**src/rtl/uart_rx.sv**
```systemverilog
// uart_rx: 8N1 serial receiver (8 data bits LSB first, one start bit, one
// stop bit, no parity).
//
// The asynchronous RX pin passes through a two-flop synchroniser. The start
// bit is confirmed at its centre, and each data bit and the stop bit are
// then sampled at their centres. A good frame loads the output byte and
// raises a one-cycle valid strobe. A frame whose stop bit is low raises a
// one-cycle framing-error strobe, and the receiver then waits for the line
// to return high before it will start another frame.
//
// Parameters:
//   CLKS_PER_BIT    clock cycles per bit (clock / baud); must be >= 4
// Ports:
//   i_Clock         system clock, rising edge
//   reset           synchronous active-high reset
//   i_Rx_Serial     asynchronous RX pin, idle high
//   o_Rx_DV         one-cycle pulse: o_Rx_Byte holds a new byte
//   o_Rx_Byte       last correctly framed byte
//   o_Rx_Active     high while a frame is being received
//   o_Rx_Frame_Err  one-cycle pulse: stop bit was sampled low
module uart_rx #(
    parameter int CLKS_PER_BIT = 217
) (
    input  logic       i_Clock,
    input  logic       reset,
    input  logic       i_Rx_Serial,
    output logic       o_Rx_DV,
    output logic [7:0] o_Rx_Byte,
    output logic       o_Rx_Active,
    output logic       o_Rx_Frame_Err
);

    localparam int CW = $clog2(CLKS_PER_BIT);
    localparam logic [CW-1:0] HALF = CW'((CLKS_PER_BIT - 1) / 2);
    localparam logic [CW-1:0] LAST = CW'(CLKS_PER_BIT - 1);

    localparam logic [2:0] IDLE    = 3'd0;
    localparam logic [2:0] START   = 3'd1;
    localparam logic [2:0] DATA    = 3'd2;
    localparam logic [2:0] STOP    = 3'd3;
    localparam logic [2:0] CLEANUP = 3'd4;
    localparam logic [2:0] BREAK   = 3'd5;

    logic          sync1_r;
    logic          rx_r;
    logic [2:0]    state_r;
    logic [CW-1:0] count_r;
    logic [2:0]    idx_r;
    logic [7:0]    shift_r;

    // Two-flop synchroniser; both flops reset to the idle (high) level.
    always_ff @(posedge i_Clock) begin
        if (reset) begin
            sync1_r <= 1'b1;
            rx_r    <= 1'b1;
        end else begin
            sync1_r <= i_Rx_Serial;
            rx_r    <= sync1_r;
        end
    end

    // Receive FSM with registered outputs; DV and Err default low so each
    // can only be high for the single cycle after the stop sample.
    always_ff @(posedge i_Clock) begin
        if (reset) begin
            state_r        <= IDLE;
            count_r        <= '0;
            idx_r          <= 3'd0;
            shift_r        <= 8'h00;
            o_Rx_DV        <= 1'b0;
            o_Rx_Byte      <= 8'h00;
            o_Rx_Active    <= 1'b0;
            o_Rx_Frame_Err <= 1'b0;
        end else begin
            o_Rx_DV        <= 1'b0;
            o_Rx_Frame_Err <= 1'b0;
            case (state_r)
                IDLE: begin
                    count_r <= '0;
                    idx_r   <= 3'd0;
                    if (!rx_r) begin
                        state_r     <= START;
                        o_Rx_Active <= 1'b1;
                    end else begin
                        state_r     <= IDLE;
                        o_Rx_Active <= 1'b0;
                    end
                end
                START: begin
                    if (count_r == HALF) begin
                        count_r <= '0;
                        if (!rx_r) begin
                            state_r <= DATA;
                        end else begin
                            // Line went high again before mid-start: glitch.
                            state_r     <= IDLE;
                            o_Rx_Active <= 1'b0;
                        end
                    end else begin
                        count_r <= count_r + CW'(1);
                    end
                end
                DATA: begin
                    if (count_r == LAST) begin
                        count_r        <= '0;
                        shift_r[idx_r] <= rx_r;
                        if (idx_r == 3'd7) begin
                            idx_r   <= 3'd0;
                            state_r <= STOP;
                        end else begin
                            idx_r <= idx_r + 3'd1;
                        end
                    end else begin
                        count_r <= count_r + CW'(1);
                    end
                end
                STOP: begin
                    if (count_r == LAST) begin
                        count_r     <= '0;
                        o_Rx_Active <= 1'b0;
                        if (rx_r) begin
                            o_Rx_Byte <= shift_r;
                            o_Rx_DV   <= 1'b1;
                            state_r   <= CLEANUP;
                        end else begin
                            o_Rx_Frame_Err <= 1'b1;
                            state_r        <= BREAK;
                        end
                    end else begin
                        count_r <= count_r + CW'(1);
                    end
                end
                CLEANUP: begin
                    state_r <= IDLE;
                end
                BREAK: begin
                    // Hold off until the line is released so a held-low
                    // line cannot be mistaken for a new start bit.
                    if (rx_r) begin
                        state_r <= IDLE;
                    end else begin
                        state_r <= BREAK;
                    end
                end
                default: begin
                    state_r     <= IDLE;
                    count_r     <= '0;
                    idx_r       <= 3'd0;
                    o_Rx_Active <= 1'b0;
                end
            endcase
        end
    end

endmodule

```
**config.mk**
```make
export PLATFORM = sky130hd
export DESIGN_NAME = uart_rx
export DESIGN_NICKNAME = d
export VERILOG_FILES = /design/src/rtl/uart_rx.sv
export SDC_FILE = /design/constraint.sdc
export NUM_CORES = 1
export LEC_CHECK = 0
export CORE_UTILIZATION = 50
export CTS_CLUSTER_SIZE = 16
export DETAILED_ROUTE_END_ITERATION = 10
export GPL_TIMING_DRIVEN = 0
export PLACE_DENSITY = 0.7
export SYNTH_ARGS = -nofsm -noshare
export SYNTH_HDL_FRONTEND = slang
export SYNTH_SLANG_ARGS = --single-unit
```
**constraint.sdc**
```tcl
create_clock -name i_Clock -period 3.3 [get_ports i_Clock]
set_input_delay 0.495 -clock i_Clock [delete_from_list [all_inputs] [get_ports i_Clock]]
set_output_delay 0.495 -clock i_Clock [all_outputs]
set_load 0.005 [all_outputs]
```
==> results.md <==
- Share of post-route cells with drive strength above 1: 11.8%
- Syn nets: 208
- Die Footprint: about 3800 um2
- TritonCTS clock tree: yes
- R2r setup slk: roughly 1400 ps
- First-pass GRT wire length: 6.16 mm
- Worst Hold Class: flop to flop
- Final setup fails: 0
- Post-synthesis mux area share: under 10%
- Synth Area in Compound Gates: 18.1%
- Postcts setup bufs: 0
- Reg2reg end: count_r[7]
- Pre-antenna DRT Iters: 4
- Initial Util: 52.6%
- FP Rows: 21
- Status: finished clean
- Initial detailed-routing violation count: 53
- Routed vias/inst: 5.76
- Hold worst-path end: rx_r
- CTS root buf: clkbuf_4
- GPL Wtd Cong: 0.833
- Pre-CTS setup slack: 1410 ps
- Slew @ Worst Pin: 534 ps
- Nets: 227
- Int Pwr: 666 uW
- Max clock buf depth: 2
- Die width: around 61 um
- Synth Cell Area: 1770 um2
- Min Tclk post-route: 1930 ps
- Worst path required time: roughly 3600 ps
- Setup WS post-layout: 1370 ps
- Clock power share: a little over a third
- Resized Gates After CTS: 0
- Hold-critical path depth: 1
- Total CTS buffers: 5
- Final Max Slew Viols: 0
- Setup TNS: 0 ps
- Gate power share: 14.9%
- Synth Area in XOR/XNOR: 0%
- Grt ovf: 0
- CP Class: flop to flop
- MaxCap Viol Count: 0
- Static Leak: 0.000706 uW
- Core Area: 3360 um2
- Post-Synth Simple-Gate Area: slightly below 30%
- Fmax: 0.519 GHz
- Routed wire length: about 3.7 mm
- YS warnings: 0
- Synth-to-layout area growth: 14.9%
- Reg clk slew, reported paths: 100 ps
- I/O pins: 14
- Total GRT Usage: 22.4%
- Critical-path maximum fanout: 10
- Sequential area share after synthesis: 39.6%
- Post-Synth Adder-Cell Area: 3.39%
- Post-synth EDFFs: 0
- Flops & latches, synth: 35
- PwrDens: 445 nW/um2
- Tcrit/Tclk final: 58.4%
- Worst-Skew Late Latency: 340 ps
- DR WL/cell: 13.9 um
- Final Hold Vio Count: 0
- Post-CTS Hold Fix Bufs: 0
- Crit end category: flop
- PortBufs: 12
- Antenna Nets Post-Route: 0
- Predominant post-synthesis flop cell: dfxtp_1
- ANT cells: 0
- Sw frac: a little over a quarter
- Antenna violations before repair: 0
- Final Power: 905 uW
- DR vias: ~1500
- Post-DP HPWL: 2.75 mm
- Startpoint types: flop
- Net Sw Power: 240 uW
- Die Ht: 61.5 um
- Hold Startpoint: sync1_r
- Largest family of logic cells by synthesized area: simple AND/OR/NAND/NOR gates
- Max VDD drop: 0.245 mV
- Worst slew margin: 64.3%
- Unrepaired setup endpoints after global routing: no
- Clk sinks: 35
- Worst reg-to-reg path cell count: 6
- Yosys cell types: 44
- Largest net degree at the start of global routing: 12
- Seq pwr share: roughly half
- Post-synth ARST share: 0%
- DRC violations left: 0
- Post-Synthesis Cells: 201
- Crit path DAT: 2200 ps
- Clk_skew: 6.40 ps
- Launching point of the worst reg2reg path: count_r[0]
- Vias in the first global route: about 1300
- Syn Area/Cell: 8.80 um2
- H-tree levels: 2
-- routing by layer --
| metal | track usage [%] | vias to the layer above | routed length (um) |
|---|---|---|---|
| met4 | 10.8 | 0 | 82 |
| met5 | 0 | - | 0 |
| met2 | 36.9 | 29 | 1840 |
| met1 | 26.9 | 729 | 1660 |
| met3 | 6.30 | 9 | 115 |
| li1 | - | 771 | - |
-- placed cells by master, fill, tap and decap left out, types with 2 or more instances in the layout --
| cell type | instances |
|---|---|
| inv_1 | 5 |
| clkbuf_1 | 7 |
| nor3_1 | 3 |
| a21oi_1 | 21 |
| nor2b_1 | 5 |
| nor2_1 | 18 |
| nand2_1 | 13 |
| nor3_4 | 2 |
| and4_1 | 5 |
| ha_1 | 4 |
| buf_2 | 5 |
| mux2i_1 | 9 |
| nor4_2 | 2 |
| or2_2 | 3 |
| o21ai_0 | 11 |
| dfxtp_1 | 35 |
| nand3_1 | 8 |
| nand2b_1 | 5 |
| clkdlybuf4s50_1 | 12 |
| o31ai_1 | 2 |
| o22ai_1 | 5 |
| o211ai_1 | 2 |
| and2_1 | 2 |
| clkbuf_4 | 5 |
| nand4_1 | 5 |
| a211oi_1 | 3 |
| and3b_1 | 2 |
-- power by group through the flow --
stage / clock [uW] / combinational, uW / sequential (uW)
2_1_floorplan: 0 / 107 / 452
3_3_place_gp: 0 / 131 / 454
3_5_place_dp: 0 / 135 / 455
4_1_cts: 336 / 135 / 445
5_1_grt: 352 / 150 / 447
6_report: 325 / 135 / 445
-- registers in the layout (all words and copies together), names as in the netlist --
| register | count |
|---|---|
| o_Rx_Byte | 8 |
| idx_r | 3 |
| rx_r | 1 |
| o_Rx_DV | 1 |
| o_Rx_Active | 1 |
| shift_r | 8 |
| o_Rx_Frame_Err | 1 |
| state_r | 3 |
| count_r | 8 |
| sync1_r | 1 |
-- final cells by class --
cell class | count | area, um2
fillers | 328 | 1330
multi-input cells | 147 | 983
flip-flops and latches | 35 | 701
repair buffers | 12 | 120
plain buffers | 14 | 66.3
well taps | 46 | 57.6
clock buffers | 6 | 51.3
clock inverters | 2 | 35.0
inverters | 5 | 18.8
-- through the flow --
stage          instances  util, %  hold WS, ps  area [um2]
3_5_place_dp         259     57.9          402        1950
2_1_floorplan        201        -          389        1770
3_3_place_gp         259     57.9          397        1950
4_1_cts              267     60.5          428        2030
5_1_grt              267     60.5          438        2030
6_report             267     60.5          426        2030
-- synthesized netlist by cell type (2+ instances only) --
cell | n | area (um2)
a211oi_1 | 3 | 22.5
a21oi_1 | 21 | 105
and2_1 | 2 | 12.5
and3b_1 | 2 | 17.5
and4_1 | 5 | 43.8
buf_2 | 5 | 25.0
clkbuf_1 | 7 | 26.3
dfxtp_1 | 35 | 701
ha_1 | 4 | 50.1
inv_1 | 5 | 18.8
mux2i_1 | 9 | 90.1
nand2_1 | 13 | 48.8
nand2b_1 | 5 | 31.3
nand3_1 | 8 | 40.0
nand4_1 | 5 | 31.3
nor2_1 | 18 | 67.6
nor2b_1 | 5 | 31.3
nor3_1 | 3 | 15.0
nor3_4 | 2 | 32.5
nor4_2 | 2 | 25.0
o211ai_1 | 2 | 15.0
o21ai_0 | 11 | 55.1
o22ai_1 | 5 | 31.3
o31ai_1 | 2 | 15.0
or2_2 | 3 | 18.8
-- logic make-up after synthesis --
| family | count (synthesis) |
|---|---|
| fa+ha+maj | 5 |
| mux | 9 |
| buf+inv | 19 |
| flops | 35 |
| simple gates | 82 |
| compound gates | 51 |
-- how the worst max path moves through the flow --
stage / from / endpoint / slack [ps] / depth (start not counted)
after detailed placement: count_r[0] / count_r[7] / 1410 / 6
after global placement: count_r[0] / count_r[0] / 1450 / 6
after global routing: count_r[0] / count_r[1] / 1240 / 6
final: count_r[0] / count_r[7] / 1370 / 6
after floorplan: count_r[0] / state_r[2] / 1620 / 6
after CTS: count_r[0] / count_r[7] / 1370 / 6
-- critical path: stages, from the launching register on --
cell      delay (ps)
dfxtp_1          420
inv_1             70
ha_1             250
and4_1           250
a311oi_4         520
o211ai_1         170
a31oi_1          180
(Power assumes the default switching activity.)
